$ cat src/rtl/sec32_encoder_if.sv
// Stream bundle for the SEC32 encoder: data in on the
// in_* handshake, codeword out on the out_* handshake.
// slave = encoder side, master = source/sink side.
interface sec32_encoder_if;
  logic        in_valid;
  logic        in_ready;
  logic [31:0] in_data;
  logic        out_valid;
  logic        out_ready;
  logic [31:0] out_data;
  logic [7:0]  out_check;

  modport slave (
    input  in_valid, in_data, out_ready,
    output in_ready, out_valid, out_data, out_check
  );

  modport master (
    output in_valid, in_data, out_ready,
    input  in_ready, out_valid, out_data, out_check
  );
endinterface

$ cat src/rtl/sec32_encoder.sv
// SEC32 encoder: 32-bit data word -> 8 check bits, two-stage
// valid/ready pipeline with a handshake counter.
// Stage 1 holds the word plus nibble parities P and column
// parities Q; stage 2 holds the finished codeword.
// Optional macro SEC_ERR_INJECT_EN adds a one-shot bit-flip
// injector on the word entering stage 2 (bits 0-31 data,
// 32-39 check, 40-63 consume the arm without flipping).
module sec32_encoder #(
  parameter int COUNT_W = 16
) (
  input  logic               clk,
  input  logic               rst,
  sec32_encoder_if.slave     bus,
  output logic [COUNT_W-1:0] word_count
`ifdef SEC_ERR_INJECT_EN
  ,
  input  logic               inj_arm,
  input  logic [5:0]         inj_bit,
  output logic               inj_done
`endif
);

  typedef struct packed {
    logic [31:0] d;
    logic [7:0]  p;
    logic [7:0]  q;
  } s1_t;

  logic [2:1]  vld_pipe;
  s1_t         s1_q;
  logic [7:0]  p_nxt, q_nxt;
  logic [7:0]  chk;
  logic [39:0] flip;
  logic        adv1, adv2, acc, ld2, hs;

  // nibble parities P(j) and column parities Q(k)
  for (genvar j = 0; j < 8; j++) begin : g_p
    assign p_nxt[j] = ^bus.in_data[4*j +: 4];
  end
  for (genvar k = 0; k < 4; k++) begin : g_q
    assign q_nxt[k]   = bus.in_data[k]    ^ bus.in_data[k+4]  ^
                        bus.in_data[k+8]  ^ bus.in_data[k+12];
    assign q_nxt[k+4] = bus.in_data[16+k] ^ bus.in_data[20+k] ^
                        bus.in_data[24+k] ^ bus.in_data[28+k];
  end

  // stage 2 moves when empty or drained; stage 1 when empty or stage 2 moves
  assign adv2          = !vld_pipe[2] || bus.out_ready;
  assign adv1          = !vld_pipe[1] || adv2;
  assign bus.in_ready  = !rst && adv1;
  assign acc           = bus.in_valid && bus.in_ready;
  assign ld2           = adv2 && vld_pipe[1];
  assign bus.out_valid = vld_pipe[2];
  assign hs            = vld_pipe[2] && bus.out_ready;

  // valid flags; async reset discards anything in flight
  always_ff @(posedge clk or posedge rst) begin
    if (rst) begin
      vld_pipe <= '0;
    end else begin
      if (adv1) vld_pipe[1] <= acc;
      if (adv2) vld_pipe[2] <= vld_pipe[1];
    end
  end

  // stage 1 payload capture on input accept
  always_ff @(posedge clk or posedge rst) begin
    if (rst)      s1_q <= '0;
    else if (acc) s1_q <= '{d: bus.in_data, p: p_nxt, q: q_nxt};
  end

  // check bits from registered parities
  always_comb begin
    chk    = '0;
    chk[0] = s1_q.p[4] ^ s1_q.p[5] ^ s1_q.q[0];
    chk[1] = s1_q.p[6] ^ s1_q.p[7] ^ s1_q.q[1];
    chk[2] = s1_q.p[4] ^ s1_q.p[6] ^ s1_q.q[2];
    chk[3] = s1_q.p[5] ^ s1_q.p[7] ^ s1_q.q[3];
    chk[4] = s1_q.p[0] ^ s1_q.p[1] ^ s1_q.q[4];
    chk[5] = s1_q.p[2] ^ s1_q.p[3] ^ s1_q.q[5];
    chk[6] = s1_q.p[0] ^ s1_q.p[2] ^ s1_q.q[6];
    chk[7] = s1_q.p[1] ^ s1_q.p[3] ^ s1_q.q[7];
  end

`ifdef SEC_ERR_INJECT_EN
  logic       armed, s2_inj, corrupt;
  logic [5:0] bit_q;

  // the word already marked in stage 2 must not re-trigger while armed
  assign corrupt  = armed && !(vld_pipe[2] && s2_inj);
  // shifts of 40 and above fall off the end: arm consumed, nothing flipped
  assign flip     = corrupt ? (40'd1 << bit_q) : '0;
  assign inj_done = hs && s2_inj;

  // arm register: re-arm overwrites the bit, handshake of marked word clears
  always_ff @(posedge clk or posedge rst) begin
    if (rst) begin
      armed <= 1'b0;
      bit_q <= '0;
    end else if (inj_arm) begin
      armed <= 1'b1;
      bit_q <= inj_bit;
    end else if (hs && s2_inj) begin
      armed <= 1'b0;
    end
  end

  // marks which word in stage 2 carries the injected flip
  always_ff @(posedge clk or posedge rst) begin
    if (rst)      s2_inj <= 1'b0;
    else if (ld2) s2_inj <= corrupt;
    else if (hs)  s2_inj <= 1'b0;
  end
`else
  assign flip = '0;
`endif

  // stage 2 codeword; held while out_valid && !out_ready since ld2 is low then
  always_ff @(posedge clk or posedge rst) begin
    if (rst) begin
      bus.out_data  <= '0;
      bus.out_check <= '0;
    end else if (ld2) begin
      bus.out_data  <= s1_q.d ^ flip[31:0];
      bus.out_check <= chk ^ flip[39:32];
    end
  end

  // output handshake counter, wraps naturally
  always_ff @(posedge clk or posedge rst) begin
    if (rst)     word_count <= '0;
    else if (hs) word_count <= word_count + 1'b1;
  end

endmodule

$ cat src/flat_wrapper.sv
// flat-port wrapper written by rule: the top's interface ports become plain ports
module sec32_encoder_flat 
#(
  parameter int COUNT_W = 16
)
  (clk, rst, word_count, bus_in_valid, bus_in_data, bus_out_ready, bus_in_ready, bus_out_valid, bus_out_data, bus_out_check);
  sec32_encoder_if bus_i ();
  input  logic clk;
  input  logic rst;
  output logic [COUNT_W-1:0] word_count;
  input wire logic [$bits(bus_i.in_valid)-1:0] bus_in_valid;
  input wire logic [$bits(bus_i.in_data)-1:0] bus_in_data;
  input wire logic [$bits(bus_i.out_ready)-1:0] bus_out_ready;
  output wire logic [$bits(bus_i.in_ready)-1:0] bus_in_ready;
  output wire logic [$bits(bus_i.out_valid)-1:0] bus_out_valid;
  output wire logic [$bits(bus_i.out_data)-1:0] bus_out_data;
  output wire logic [$bits(bus_i.out_check)-1:0] bus_out_check;
  assign bus_i.in_valid = bus_in_valid;
  assign bus_i.in_data = bus_in_data;
  assign bus_i.out_ready = bus_out_ready;
  assign bus_in_ready = bus_i.in_ready;
  assign bus_out_valid = bus_i.out_valid;
  assign bus_out_data = bus_i.out_data;
  assign bus_out_check = bus_i.out_check;
  sec32_encoder #(.COUNT_W(COUNT_W)) u_core (.clk(clk), .rst(rst), .bus(bus_i), .word_count(word_count));
endmodule
$ cat config.mk
export PLATFORM = sky130hd
export DESIGN_NAME = sec32_encoder_flat
export DESIGN_NICKNAME = d
export VERILOG_FILES = /design/src/rtl/sec32_encoder_if.sv /design/src/rtl/sec32_encoder.sv /design/src/flat_wrapper.sv
export SDC_FILE = /design/constraint.sdc
export NUM_CORES = 1
export LEC_CHECK = 0
export BUFFER_PORTS_ARGS = -buffer_cell sky130_fd_sc_hd__buf_2
export CORE_ASPECT_RATIO = 0.8
export CORE_MARGIN = 2
export CORE_UTILIZATION = 37
export CTS_CLUSTER_SIZE = 24
export DETAILED_ROUTE_END_ITERATION = 8
export HOLD_SLACK_MARGIN = 0.08
export SYNTH_ARGS = -nofsm -noshare
export SYNTH_HDL_FRONTEND = slang
export SYNTH_SLANG_ARGS = --single-unit
$ cat constraint.sdc
create_clock -name clk -period 3.7 [get_ports clk]
set_input_delay 0.185 -clock clk [delete_from_list [all_inputs] [get_ports clk]]
set_output_delay 0.185 -clock clk [all_outputs]
set_load 0.005 [all_outputs]
==> results.txt, run 1 <==
After synthesis, the cell types taking the most area are sky130_fd_sc_hd__dfrtp_1 (57%), sky130_fd_sc_hd__xnor2_1 (13%), sky130_fd_sc_hd__mux2_2 (8.9%), sky130_fd_sc_hd__mux2_4 (8.6%), sky130_fd_sc_hd__nand2_1 (2.6%). The root buffer cell chosen for the clock tree is sky130_fd_sc_hd__clkbuf_16. The run finished with clean final reports. Setup repair after global routing left no endpoint under its margin.

The number of different library cells used by synthesis comes to 25. The required time of the critical path came out at 3920 ps. The total clock buffers created by CTS is 9. Before antenna repair, the detailed router went through 4 iterations.

The pin count of the biggest net entering global routing is 66. The die span in x is 130 µm. Across the run, the number of max-cap violations was 0. The clock insertion delay at the later pin of the skew report came out at 340 ps.

The synthesis-to-layout area growth is 19.5%. The clock-pin slew of the registers on the worst-case setup and hold paths came out at 80 ps. The setup slack of the worst register-to-register path is 1630 ps. The top fanout value on the critical path came out at 65. The first routing iteration left 123 violations. The weighted congestion at the end of routability-driven global placement is 0.720. The fraction of the yosys area taken by sequential cells came out at 56.6%. After the last flow step, the layout net total stands at 478. The synthesis-stage register bit count came out at 106. The worst setup path is captured at a flop.

The startpoint identified for the worst register-to-register timing path is u_core.vld_pipe[2]. The area of all sequential standard cells is 2650 µm². The completed layout was analyzed and its total power is 3.41 mW.

The worst setup path is launched from an input pin. In this run the remaining antenna-violating nets after routing total 0. The number of sinks handled by clock tree synthesis came out at 106.

The placement-stage cell area came out at 5290 µm². The top cell types in the final layout, fill and taps aside, are sky130_fd_sc_hd__dfrtp_1 (106), sky130_fd_sc_hd__buf_2 (93), sky130_fd_sc_hd__xnor2_1 (67). The critical register-to-register path endpoint is u_core.s1_q[18]. For this block, the via count after detailed routing is 2760. The worst hold path belongs to the class input pin to flop. The area share of the largest cell type after synthesis is 56.6%. The placeable core region is 12300 µm². The classification of the worst setup path is input pin to flop. The post-route clock period utilization came out at 69.9%. The leakage power is 2.63 nW. Of the cells placed in the final design, the portion with a size suffix greater than 1 is 40.1%.

The per-cell routed wire length is 14.4 µm. The minimum hold slack is 126 ps. For hold timing, the worst endpoint is u_core.s1_q[20]. The startpoint identified for the worst hold timing path is bus_in_data[4].

The power per cell area is 608 nW/µm². Setup total negative slack on the finished layout was measured at 0 ps. The cell count of the worst hold path came out at 2. The summed instance area of the synthesized netlist came out at 4690 µm². In this run the core area contains 36 standard-cell rows. The library cell used most frequently in the layout, excluding fill and tap cells, is sky130_fd_sc_hd__dfrtp_1.

The aggregate global-route resource usage is 13.6%. The max-slew violation count came to 0. For this run, design rule violations remaining after detail routing come to 0. TritonCTS built the clock tree.

The number of cells produced by synthesis came out at 347. The number of global-route vias before repair is 2826. The worst clock skew came out at 10.7 ps. The number of endpoints with negative hold slack in the final report is 0. The per-instance average area after synthesis came out at 13.5 µm². The slew of the pin with the lowest slew margin came out at 1030 ps. The headroom to the max-slew limit is 31.0%. Cells fill 45.7% of the core in the end. During I/O placement, the number of pins put on the boundary was 94.

The worst-case reg-to-reg path depth came out at 3. The final layout contains routed wiring with a total length of 8880 µm. The number of nets handed over by synthesis was 384. The number of buffers inserted by port buffering is 93. Setup violations remaining at the end of the flow were counted as 0. The maximum buffer depth of the clock tree is 2. During synthesis, Yosys emitted a total of 0 warnings.

After routing the design area is 5600 µm². The smallest clock period supported by the final layout is computed as 2590 ps. The overall overflow remaining after global route is 0. The H-tree depth reported by CTS is 3. The number of diodes added for antenna fixing is 0. The initial utilization of the core area, before any placement, comes to 38.3%. The vertical extent of the die is 105 µm. Of all cell types, the one taking the most synthesized area is sky130_fd_sc_hd__dfrtp_1. The timing-limited maximum frequency came out at 387 MHz. The signal arrival time at the worst endpoint is 2800 ps.

The wire length of the first global-routing pass came out at 14500 µm. IR analysis of the VDD net gives a maximum drop of 323 µV. Once the clock tree was built, the resizer swapped 0 gates to a different size. The initial antenna violation count is 0. The multi-input gate area in the final layout is 1940 µm². The via-per-instance ratio came out at 4.47. Summed over all nets, the half-perimeter wirelength after detailed placement is 6370 µm. The die area is 13600 µm². The count of fill cells added during filler insertion came out at 1166.
## area by class of cell
cell class	instances	share of cell area, %
inverters	2	0.179
repair buffers	95	8.62
multi-input cells	227	34.7
clock inverters	7	1.36
flip-flops and latches	106	47.3
clock buffers	9	4.02
well taps	171	3.82
## worst max-delay path by stage
stage / start / endpoint / slack (ps) / depth (start not counted)
global placement: rst / u_core.s1_q[26] / 1280 / 4
CTS: rst / u_core.s1_q[27] / 1030 / 5
finish: rst / u_core.s1_q[18] / 1110 / 5
detailed placement: rst / u_core.s1_q[23] / 1210 / 4
global route: rst / u_core.s1_q[27] / 860 / 5
floorplan: rst / u_core.s1_q[22] / 280 / 5
## metal layers
layer  vias up  routed length [µm]  track usage [%]
li1       1338                   -                -
met1      1355                4650             20.2
met2        58                3740             19.3
met3         9                 365             3.79
met4         0                 120             4.15
met5         -                   0                0
## kinds of logic (layout without fill, tap and decap cells)
group | after synthesis | count (layout) | synth area share, %
xor+xnor | 79 | 79 | 14.8
buf+inv | 14 | 113 | 2.21
flops | 106 | 106 | 56.6
mux | 65 | 65 | 17.8
simple gates | 58 | 58 | 5.87
fa+ha+maj | 1 | 1 | 0.267
compound gates | 24 | 24 | 2.56
## cell usage after synthesis, drive strengths merged
library cell / instances
and2: 3
and4: 1
buf: 11
clkbuf: 1
dfrtp: 106
ha: 1
inv: 2
mux2: 65
nand2: 33
nand2b: 2
nand3: 8
nand3b: 1
nand4: 2
nor2: 5
nor3: 2
o21ai: 24
or2: 1
xnor2: 67
xor2: 12
## registers in the layout, summed over array words and instances, names as in the netlist
signal and cells:
u_core.bus.out_check 8, u_core.bus.out_data 32, u_core.s1_q 48, u_core.vld_pipe 2
u_core.word_count 16
## critical path: stages
cell                            delay (ps)
sky130_fd_sc_hd__dlygate4sd3_1         530
sky130_fd_sc_hd__buf_2                 130
sky130_fd_sc_hd__inv_4                 480
sky130_fd_sc_hd__nand3_4               860
sky130_fd_sc_hd__mux2_4                570
## stage by stage
stage / instances / setup slack [ps]
after floorplan: 347 / 277
after global placement: 600 / 1280
after detailed placement: 600 / 1210
after CTS: 617 / 1030
after global routing: 617 / 860
final: 617 / 1110
## power by group
group          switching, mW  total (mW)  internal (mW)
Clock                  0.425       0.954          0.529
Combinational          0.340       0.812          0.471
Sequential             0.186        1.64           1.45
## what timing repair did
| action | CTS | global route |
|---|---|---|
| hold endpoints to repair | 52 | 0 |
| endpoints found under the setup margin | 0 | 0 |
| buffers inserted | 0 | 0 |
| hold buffers | 1 | 0 |
Note: power is estimated with default switching activity, not from simulation.
==> inputs of run 2 (changes only) <==
==> constraint.sdc (replaced) <==
create_clock -name clk -period 2.6 [get_ports clk]
set_input_delay 0.13 -clock clk [delete_from_list [all_inputs] [get_ports clk]]
set_output_delay 0.13 -clock clk [all_outputs]
set_load 0.005 [all_outputs]
==> results.txt, run 2 (same netlist as run 1, synthesis figures left out) <==
Status: finished clean (unchanged). The count of fill cells added during filler insertion came out at 1153 (was 1166). The minimum clock period is 1890 ps. The global routing's busiest layer is met2 (was met1). The max-slew violation count was 0 (unchanged).

The slew of the pin with the lowest slew margin came out at 886 ps (was 1030 ps). The switching part of the total power came to 27.4% (was 27.9%). The portion of total power attributed to sequential cells came out at 47.0% (was 48.1%). The final net count is 503 (was 478).

The power per cell area is 846 nW/µm² (was 608 nW/µm²). The utilization after layout came out at 48.2% (was 45.7%). The initial antenna violation count is 0 (unchanged).

The number of sinks handled by clock tree synthesis came to 106 (unchanged). The setup slack of the worst register-to-register path came to 840 ps (was 1630 ps). The register with the highest flop count was u_core.s1_q (unchanged). The number of standard-cell rows in the floorplan came out at 36 (unchanged). The worst setup timing slack at the placement stage is 812 ps (was 1210 ps). The total of hold buffers inserted after clock tree synthesis is 24 (was 1). The number of global-route vias before repair is 3053 (was 2826).

The vertical extent of the die was 105 µm (unchanged). The worst clock skew came out at 5.70 ps (was 10.7 ps). The number of diodes added for antenna fixing is 0 (unchanged). The initial DRC count is 124 (was 123). Largest registers in the final layout: u_core.s1_q (48), u_core.bus.out_data (32), u_core.word_count (16) (unchanged).

The H-tree depth reported by CTS is 3 (unchanged). The clock insertion delay at the later pin of the skew report came out at 350 ps (was 340 ps). The layout cell share with drive strength beyond 1 came to 38.4% (was 40.1%). The final HPWL from detailed placement came out at 6520 µm (was 6370 µm). The post-cts repair resize count came out at 0 (unchanged).

The termination of the worst setup path is bus_in_ready (was u_core.s1_q[18]). The initial standard-cell utilization of the core is 38.3% (unchanged). The first-pass iteration count of the detailed router was 4 (unchanged). The beginning of the worst register-to-register path is u_core.vld_pipe[2] (unchanged). The met3 demand-to-capacity share in global routing is 5.73% (was 3.79%).

The residual DRC count is 0 (unchanged). The total clock buffers created by CTS came out at 9 (unchanged). The setup fix buffers added after clock tree synthesis is 0 (unchanged). The placeable core region came out at 12300 µm² (unchanged). The worst-case reg-to-reg path depth came to 5 (was 3). The leading cell type in the layout, fill and taps excluded was sky130_fd_sc_hd__dfrtp_1 (unchanged). The wire length of the first global-routing pass came to 15800 µm (was 14500 µm). The post-route clock period utilization came out at 72.6%. The per-cell routed wire length is 14.5 µm (was 14.4 µm). Setup repair after global routing missed its margin: no (unchanged). The number of buffers inserted by port buffering came out at 93 (unchanged). The placement-stage cell area came out at 5330 µm² (was 5290 µm²). The global-route met1 utilization is 21.3% (was 20.2%). The die area came out at 13600 µm² (unchanged).

The sort of element at the start of the critical path is an input pin (unchanged). The total routed wirelength is 9330 µm (was 8880 µm). The minimum setup slack in the final design came out at 712 ps (was 1110 ps). The number of endpoints with negative hold slack in the final report came out at 0 (unchanged). The signal arrival time at the worst endpoint is 1760 ps (was 2800 ps).

The required time of the critical path is 2470 ps (was 3920 ps). The overall overflow remaining after global route is 0 (unchanged). The worst vdd rail ir drop came out at 351 µV (was 323 µV). The maximum buffer depth of the clock tree came out at 2 (unchanged).

The total via count after detailed routing is 2843 (was 2760). The cell internal power dissipation is 3.62 mW (was 2.45 mW). The headroom to the max-slew limit came to 40.7% (was 31.0%). The cell at the root of the clock tree is sky130_fd_sc_hd__clkbuf_16 (unchanged). The count of pins on the block boundary is 94 (unchanged). The top fanout value on the critical path came out at 107 (was 65). The aggregate global-route resource usage came out at 15.1% (was 13.6%). The switching power summed over all nets came to 1.37 mW (was 0.951 mW). The critical register-to-register path endpoint is u_core.bus.out_check[7] (was u_core.s1_q[18]). The flip-flop count of the largest register, all copies and words added was 48 (unchanged). The finished layout cell area came out at 5900 µm² (was 5600 µm²). The via-per-instance ratio is 4.43 (was 4.47). The total of max-cap violations is 0 (unchanged). The worst min-delay path category is input pin to flop (unchanged).

The clock-pin slew of the registers on the worst-case setup and hold paths is 60 ps (was 80 ps). The launching element of the worst setup path is rst (unchanged). Highest-count cells in the layout ignoring fill and taps: sky130_fd_sc_hd__dfrtp_1 (106), sky130_fd_sc_hd__buf_2 (93), sky130_fd_sc_hd__xnor2_1 (67) (unchanged).

The pin count of the biggest net entering global routing is 108 (was 66). The synthesis-to-layout area growth was 25.8% (was 19.5%). The global routing usage on met2 is 21.8% (was 19.3%). The power share of the clock group is 29.0% (was 28.0%). The classification of the worst setup path is input pin to primary output (was input pin to flop). The CTS tree is built (unchanged).

The count of endpoints failing setup in the final report is 0 (unchanged). The type of element capturing the critical path was a primary output (was flop). The timing-limited maximum frequency is 530 MHz. The weighted congestion at the end of routability-driven global placement came out at 0.728 (was 0.720). The count of nets left with antenna violations after detail routing was 0 (unchanged).

The part of the total power dissipated in combinational logic came out at 24.0% (was 23.8%). The minimum hold slack came out at 85.1 ps (was 126 ps). The leakage power is 2.75 nW (was 2.63 nW). The die span in x is 130 µm (unchanged).
[run 2: cell types whose count changed in the layout (fill, tap and decap cells not counted)]
cell,change
sky130_fd_sc_hd__inv_6,-2
sky130_fd_sc_hd__dlygate4sd3_1,+23
sky130_fd_sc_hd__inv_4,-1
sky130_fd_sc_hd__clkbuf_8,+4
sky130_fd_sc_hd__buf_12,+2
sky130_fd_sc_hd__clkinv_4,-1
sky130_fd_sc_hd__clkinv_2,-1
sky130_fd_sc_hd__clkinvlp_4,+1
[run 2: power groups by stage]
stage	Sequential [mW]	Combinational [mW]	Clock, mW
2_1_floorplan	2.35	0.697	0
3_3_place_gp	2.36	1.17	0
3_5_place_dp	2.37	1.19	0
4_1_cts	2.35	1.22	1.50
5_1_grt	2.40	1.34	1.57
6_report	2.34	1.20	1.45
[run 2: per-layer routing]
layer  vias up  part of all wire, %
li1       1390                    -
met1      1391                   51
met2        57                   44
met3         5                  4.8
met4         0                 0.92
met5         -                    0
[run 2: worst max-delay path: stages]
cell,delay (ps)
sky130_fd_sc_hd__dlygate4sd3_1,530
sky130_fd_sc_hd__buf_2,130
sky130_fd_sc_hd__clkinvlp_4,140
sky130_fd_sc_hd__buf_12,460
sky130_fd_sc_hd__and2_1,220
sky130_fd_sc_hd__buf_2,110
[run 2: per-stage QoR]
stage	std cells	TNS [ps]	power, mW
CTS	642	0	5.07
global placement	602	0	3.53
detailed placement	602	0	3.56
floorplan	347	-1260	3.04
finish	642	0	4.99
global route	642	0	5.31
[run 2: worst min path at each step]
stage               cells after the start  slack [ps]              end             from
floorplan                               1         280  u_core.s1_q[22]   bus_in_data[6]
global placement                        2         420  u_core.s1_q[20]   bus_in_data[4]
CTS                                     2          80  u_core.s1_q[33]  bus_in_data[17]
finish                                  2          90  u_core.s1_q[33]  bus_in_data[17]
detailed placement                      2         420  u_core.s1_q[34]  bus_in_data[18]
global route                            2          90  u_core.s1_q[45]  bus_in_data[29]
[run 2: cell type report]
type                       instances  area, µm²  area share, %
clock buffer                      13        280           4.75
clock inverter                     3       45.0          0.764
inverter                           2       11.3          0.191
multi-input combinational        227       1940           32.9
sequential                       106       2650           45.0
tap                              171        214           3.63
timing repair buffer             120        753           12.8
